[config.mk]
export PLATFORM = sky130hd
export DESIGN_NAME = register_bank_32x8
export DESIGN_NICKNAME = d
export VERILOG_FILES = /design/src/rtl/register_bank_32x8.sv
export SDC_FILE = /design/constraint.sdc
export NUM_CORES = 1
export LEC_CHECK = 0
export CORE_UTILIZATION = 54
export CTS_BUF_LIST = sky130_fd_sc_hd__clkbuf_2 sky130_fd_sc_hd__clkbuf_4 sky130_fd_sc_hd__clkbuf_8
export CTS_CLUSTER_SIZE = 25
export DETAILED_ROUTE_END_ITERATION = 16
export PLACE_DENSITY = 0.85
export SLEW_MARGIN = 20
export SYNTH_ARGS = -nofsm -noshare
export SYNTH_HDL_FRONTEND = slang
export SYNTH_SLANG_ARGS = --single-unit
[constraint.sdc]
create_clock -name clk -period 5.85 [get_ports clk]
set_input_delay 0.585 -clock clk [delete_from_list [all_inputs] [get_ports clk]]
set_output_delay 0.585 -clock clk [all_outputs]
set_load 0.05 [all_outputs]
[src/rtl/register_bank_32x8.sv]
// register_bank_32x8
// General-purpose register file R0..R31 for the ATMega32A emulator core.
// Three writers share the bank: a byte port, a register-pair (word) port and
// the X/Y/Z pointer post-increment / pre-decrement unit. Conflicts are
// resolved independently for every byte: byte write, then word write, then
// pointer update. Every register is exposed on its own flop-driven port so it
// can feed the 32-way read multiplexers directly.

module register_bank_32x8 #(
  parameter int WIDTH = 8
) (
  input  logic                 clk,
  input  logic                 reset,
  input  logic                 wr_en,
  input  logic [4:0]           wr_addr,
  input  logic [WIDTH-1:0]     wr_data,
  input  logic                 wr_word_en,
  input  logic [3:0]           wr_word_addr,
  input  logic [2*WIDTH-1:0]   wr_word_data,
  input  logic [1:0]           ptr_sel,
  input  logic                 ptr_inc,
  input  logic                 ptr_dec,
  output logic [2*WIDTH-1:0]   ptr_addr,
  output logic [WIDTH-1:0]     reg0_out,
  output logic [WIDTH-1:0]     reg1_out,
  output logic [WIDTH-1:0]     reg2_out,
  output logic [WIDTH-1:0]     reg3_out,
  output logic [WIDTH-1:0]     reg4_out,
  output logic [WIDTH-1:0]     reg5_out,
  output logic [WIDTH-1:0]     reg6_out,
  output logic [WIDTH-1:0]     reg7_out,
  output logic [WIDTH-1:0]     reg8_out,
  output logic [WIDTH-1:0]     reg9_out,
  output logic [WIDTH-1:0]     reg10_out,
  output logic [WIDTH-1:0]     reg11_out,
  output logic [WIDTH-1:0]     reg12_out,
  output logic [WIDTH-1:0]     reg13_out,
  output logic [WIDTH-1:0]     reg14_out,
  output logic [WIDTH-1:0]     reg15_out,
  output logic [WIDTH-1:0]     reg16_out,
  output logic [WIDTH-1:0]     reg17_out,
  output logic [WIDTH-1:0]     reg18_out,
  output logic [WIDTH-1:0]     reg19_out,
  output logic [WIDTH-1:0]     reg20_out,
  output logic [WIDTH-1:0]     reg21_out,
  output logic [WIDTH-1:0]     reg22_out,
  output logic [WIDTH-1:0]     reg23_out,
  output logic [WIDTH-1:0]     reg24_out,
  output logic [WIDTH-1:0]     reg25_out,
  output logic [WIDTH-1:0]     reg26_out,
  output logic [WIDTH-1:0]     reg27_out,
  output logic [WIDTH-1:0]     reg28_out,
  output logic [WIDTH-1:0]     reg29_out,
  output logic [WIDTH-1:0]     reg30_out,
  output logic [WIDTH-1:0]     reg31_out
);

  localparam int PW = 2 * WIDTH;

  // Architectural register storage and the per-byte next value.
  logic [WIDTH-1:0] r_regs [32];
  logic [WIDTH-1:0] w_next [32];

  // Pointer decode: X, Y and Z are pairs 13, 14 and 15 (R27:R26, R29:R28,
  // R31:R30), i.e. pair index 12 + ptr_sel. For ptr_sel = 0 the index is
  // meaningless and every use below is gated by w_ptr_any.
  logic [3:0]    w_ptr_pair;
  logic [4:0]    w_ptr_lo_idx;
  logic [4:0]    w_ptr_hi_idx;
  logic          w_ptr_any;
  logic          w_ptr_upd;
  logic          w_ptr_pre_dec;
  logic [PW-1:0] w_ptr_val;
  logic [PW-1:0] w_ptr_plus;
  logic [PW-1:0] w_ptr_minus;
  logic [PW-1:0] w_ptr_new;

  assign w_ptr_pair    = 4'd12 + {2'b00, ptr_sel};
  assign w_ptr_lo_idx  = {w_ptr_pair, 1'b0};
  assign w_ptr_hi_idx  = {w_ptr_pair, 1'b1};
  assign w_ptr_any     = (ptr_sel != 2'd0);
  // inc and dec together is illegal and behaves as a plain indirect access.
  assign w_ptr_upd     = w_ptr_any & (ptr_inc ^ ptr_dec);
  assign w_ptr_pre_dec = w_ptr_any & ptr_dec & ~ptr_inc;

  assign w_ptr_val   = {r_regs[w_ptr_hi_idx], r_regs[w_ptr_lo_idx]};
  // Modulo 2^PW arithmetic: the carry/borrow crosses the byte boundary and
  // anything out of the top simply drops.
  assign w_ptr_plus  = w_ptr_val + PW'(1);
  assign w_ptr_minus = w_ptr_val - PW'(1);
  assign w_ptr_new   = ptr_inc ? w_ptr_plus : w_ptr_minus;

  // Memory address for this cycle's access: pre-decrement shows the new
  // value, post-increment and plain access show the current one.
  always_comb begin
    ptr_addr = '0;
    if (w_ptr_any) begin
      ptr_addr = w_ptr_pre_dec ? w_ptr_minus : w_ptr_val;
    end
  end

  // Per-byte arbitration: byte write beats word write beats pointer update;
  // an untargeted byte holds. The two bytes of a pair resolve independently.
  generate
    for (genvar gi = 0; gi < 32; gi++) begin : g_byte
      localparam logic [4:0] IDX  = 5'(gi);
      localparam logic [3:0] PAIR = 4'(gi / 2);
      localparam int         LSB  = (gi % 2) * WIDTH;

      logic w_byte_hit;
      logic w_word_hit;
      logic w_ptr_hit;

      assign w_byte_hit = wr_en      && (wr_addr == IDX);
      assign w_word_hit = wr_word_en && (wr_word_addr == PAIR);
      assign w_ptr_hit  = w_ptr_upd  && (w_ptr_pair == PAIR);

      assign w_next[gi] = w_byte_hit ? wr_data :
                          w_word_hit ? wr_word_data[LSB +: WIDTH] :
                          w_ptr_hit  ? w_ptr_new[LSB +: WIDTH] :
                                       r_regs[gi];
    end
  endgenerate

  // Register bank update; reset overrides every request in the same cycle.
  always_ff @(posedge clk) begin
    for (int i = 0; i < 32; i++) begin
      if (reset) begin
        r_regs[i] <= '0;
      end else begin
        r_regs[i] <= w_next[i];
      end
    end
  end

  assign reg0_out  = r_regs[0];
  assign reg1_out  = r_regs[1];
  assign reg2_out  = r_regs[2];
  assign reg3_out  = r_regs[3];
  assign reg4_out  = r_regs[4];
  assign reg5_out  = r_regs[5];
  assign reg6_out  = r_regs[6];
  assign reg7_out  = r_regs[7];
  assign reg8_out  = r_regs[8];
  assign reg9_out  = r_regs[9];
  assign reg10_out = r_regs[10];
  assign reg11_out = r_regs[11];
  assign reg12_out = r_regs[12];
  assign reg13_out = r_regs[13];
  assign reg14_out = r_regs[14];
  assign reg15_out = r_regs[15];
  assign reg16_out = r_regs[16];
  assign reg17_out = r_regs[17];
  assign reg18_out = r_regs[18];
  assign reg19_out = r_regs[19];
  assign reg20_out = r_regs[20];
  assign reg21_out = r_regs[21];
  assign reg22_out = r_regs[22];
  assign reg23_out = r_regs[23];
  assign reg24_out = r_regs[24];
  assign reg25_out = r_regs[25];
  assign reg26_out = r_regs[26];
  assign reg27_out = r_regs[27];
  assign reg28_out = r_regs[28];
  assign reg29_out = r_regs[29];
  assign reg30_out = r_regs[30];
  assign reg31_out = r_regs[31];

endmodule

==> results of run 1 <==
[power breakdown]
| group | leakage [nW] | internal, W | total, W | switching (W) |
|---|---|---|---|---|
| Combinational | 4.10 | 0.000322 | 0.00100 | 0.000680 |
| Clock | 0.479 | 0.000929 | 0.00169 | 0.000758 |
| Sequential | 2.07 | 0.00180 | 0.00186 | 0.0000606 |
[worst paths after layout]
check / from / end / slack (ps) / cells after the start
setup / recovery: ptr_sel[1] / ptr_addr[13] / 810 / 9
hold / removal: r_regs[11][1] / r_regs[11][1] / 550 / 2
setup reg to reg: r_regs[15][0] / r_regs[13][10] / 2720 / 8
hold reg to reg: r_regs[11][1] / r_regs[11][1] / 550 / 2
[layout make-up]
cell class              instances  area (um2)
well taps                     324         405
clock inverters                 3        26.3
fillers                      1864        6890
inverters                      16        60.1
repair buffers                333        3290
multi-input cells            1158        7950
clock buffers                  71         865
flip-flops and latches        256        5120
[worst min-delay path, delay by kind of cell, from the launching register on]
kind	cells	cell delay [ps]
flops	1	310
mux	1	120
compound gates	1	80
[cells in the mapped netlist, drive strengths merged (14+ instances only)]
cell | instances | area [um2]
clkbuf | 136 | 510
xnor2 | 17 | 149
inv | 16 | 60.1
nand2 | 71 | 267
buf | 21 | 111
or3 | 18 | 113
nor3 | 48 | 245
a211oi | 222 | 1670
nand3 | 24 | 120
nor2 | 303 | 1140
nand2b | 14 | 87.6
mux4 | 16 | 372
a221oi | 14 | 123
mux2i | 223 | 2230
o21ai | 20 | 100
a21oi | 18 | 90.1
dfxtp | 256 | 5120
[per-stage QoR]
step	utilization (%)	hold slack [ps]	instance area (um2)	std cells
global route	72.0	572	17700	2161
global placement	68.3	539	16800	2087
floorplan	-	722	13700	1587
finish	72.0	553	17700	2161
detailed placement	68.4	544	16800	2087
CTS	72.0	559	17700	2161
[metal layers]
layer | global-route usage [%] | up-vias | part of all wire, %
met5 | 0 | - | 0
met4 | 19.6 | 0 | 4.8
met3 | 13.4 | 210 | 13
met2 | 62.1 | 980 | 43
met1 | 52.9 | 6762 | 39
li1 | - | 6281 | -
[logic make-up after synthesis]
group / count (synthesis)
XOR/XNOR: 28
AND/OR/NAND/NOR: 533
flip-flops: 256
buffers and inverters: 173
adder cells (fa/ha/maj): 2
AO/OA/AOI/OAI: 351
multiplexers: 244
==> results.md, run 1 <==
* EDFF count, synth at 0
* First-pass GRT wire length at between 80000 and 90000 um
* Critical Path RT at roughly 5300 ps
* Hold Buf Count CTS at 0
* Global route overflow at 0
* Clk buf depth at 3
* Core box area at 0.0246 mm2
* Drt first pass iters at 9
* CTS resizes at 0
* Worst-path fanout max at 15
* Final period utilization at between 80 and 90%
* Initial Util at around 56%
* Worst IR Drop VDD at 0.000192 V
* Final #Nets at 1851
* Worst skew pair latency at about 580 ps
* Mux contribution to synthesized area at 19.4%
* Syn Nets at 1630
* Post-Synth Adder-Cell Area at less than 1%
* Pre-CTS setup slack at around 840 ps
* DRC at 0
* Final Hold Viols at 0
* DR vias/cell at between 6 and 7
* # port buffers at around 310
* Final HPWL DP at ~37000 um
* Die height at 161 um
* Total power at 0.00455 W
* Die Wd at 161 um
* Crit path DAT at roughly 4500 ps
* Status: complete, no violations
* #FFs+latches synth at approximately 260
* Top Registers: r_regs: 256 flops
* Largest family of logic cells by synthesized area: multiplexers
* Top_reg_cell synth: dfxtp_1
* Clk pin slew, worst setup/hold paths at approximately 70 ps
* Most frequent cells in the layout: clkdlybuf4s50_1, nor2_1, dfxtp_1, mux2i_1, a211oi_1
* Setup Viol. Count Final at 0
* Syn. warnings at 0
* Compound-cell area share of the yosys netlist at approximately a fifth
* Layout area overhead at 29.1%
* Tightest Hold Check Type: reg2reg
* Worst path slowest cell: clkdlybuf4s50_1
* Share of cells above drive strength 1 at under 10%
* Max reg flops at 256
* Num CTS Buffers at 43
* P_leak at between 6 and 7 nW
* Worst-Margin Slew at 1170 ps
* Post-Synthesis Cells at 1587
* CP endpoint kind: output port
* Max Freq at roughly 200 MHz
* Vias in the first global route at 13600
* Post-Syn Area at 0.0137 mm2
* Max-slew headroom at a little over a fifth
* Synth Area in XOR/XNOR at between 1.5 and 2%
* Unrepaired setup endpoints after global routing: false
* Syn avg cell area at 8.65 um2
* CTS root buffer: clkbuf_8
* Biggest register: r_regs
* Setup Skew at between 40 and 50 ps
* Max Slew Vio Count at 0
* Cell variety after synth at 57
* Final WS setup at about 800 ps
* Post-synthesis simple-gate area fraction at 17.2%
* WL final at between 50000 and 60000 um
* Final ANT Viol Nets at 0
* Max-capacitance violation count at 0
* Leading cell type in the layout, fill and taps excluded: clkdlybuf4s50_1
* Critical path class: in2out
* I/O pin cnt at 313
* CP max stage delay at between 800 and 900 ps
* Largest net degree at the start of global routing at between 100 and 150
* Number of setup buffers added after CTS at 0
* Startpoint Class: primary input
* Die area at ~0.026 mm2
* CTS tree: done
* Setup TNS at 0 ps
* Gpl congestion at approximately 1.0
* Wirelength per Cell at 25.7 um
* Top Family by Delay on Critical Path: buffers and inverters
* Seq/Total Area, Yosys at approximately 37%
* Starting DRT DRC Count at ~1800
* # clock sinks at approximately 260
* Synth async-reset ratio at 0%
* Worst path bufs/invs at 4
* Cell Rows at 57
* Ant. Diodes at 0
* Post-route minimum period at 5040 ps
* Total number of vias at approximately 14000
* Initial antenna violation count at 0
* Crit-path cells: clkdlybuf4s50_1 > buf_4 > buf_4 > mux4_2 > nor4_2 > nand2_1 > or3_1 > a21oi_1 > clkdlybuf4s50_1
* CTS H-Tree Depth at 2
* Power per cell area at 257 mW/mm2
* Total track usage at between 40 and 50%
(Power assumes the default switching activity.)
==> run 2: changes to the inputs <==
- SKIP_CTS_REPAIR_TIMING: unset -> 1
==> results of run 2 <==
Final layout, timing and power as in run 1 (identical DEF).
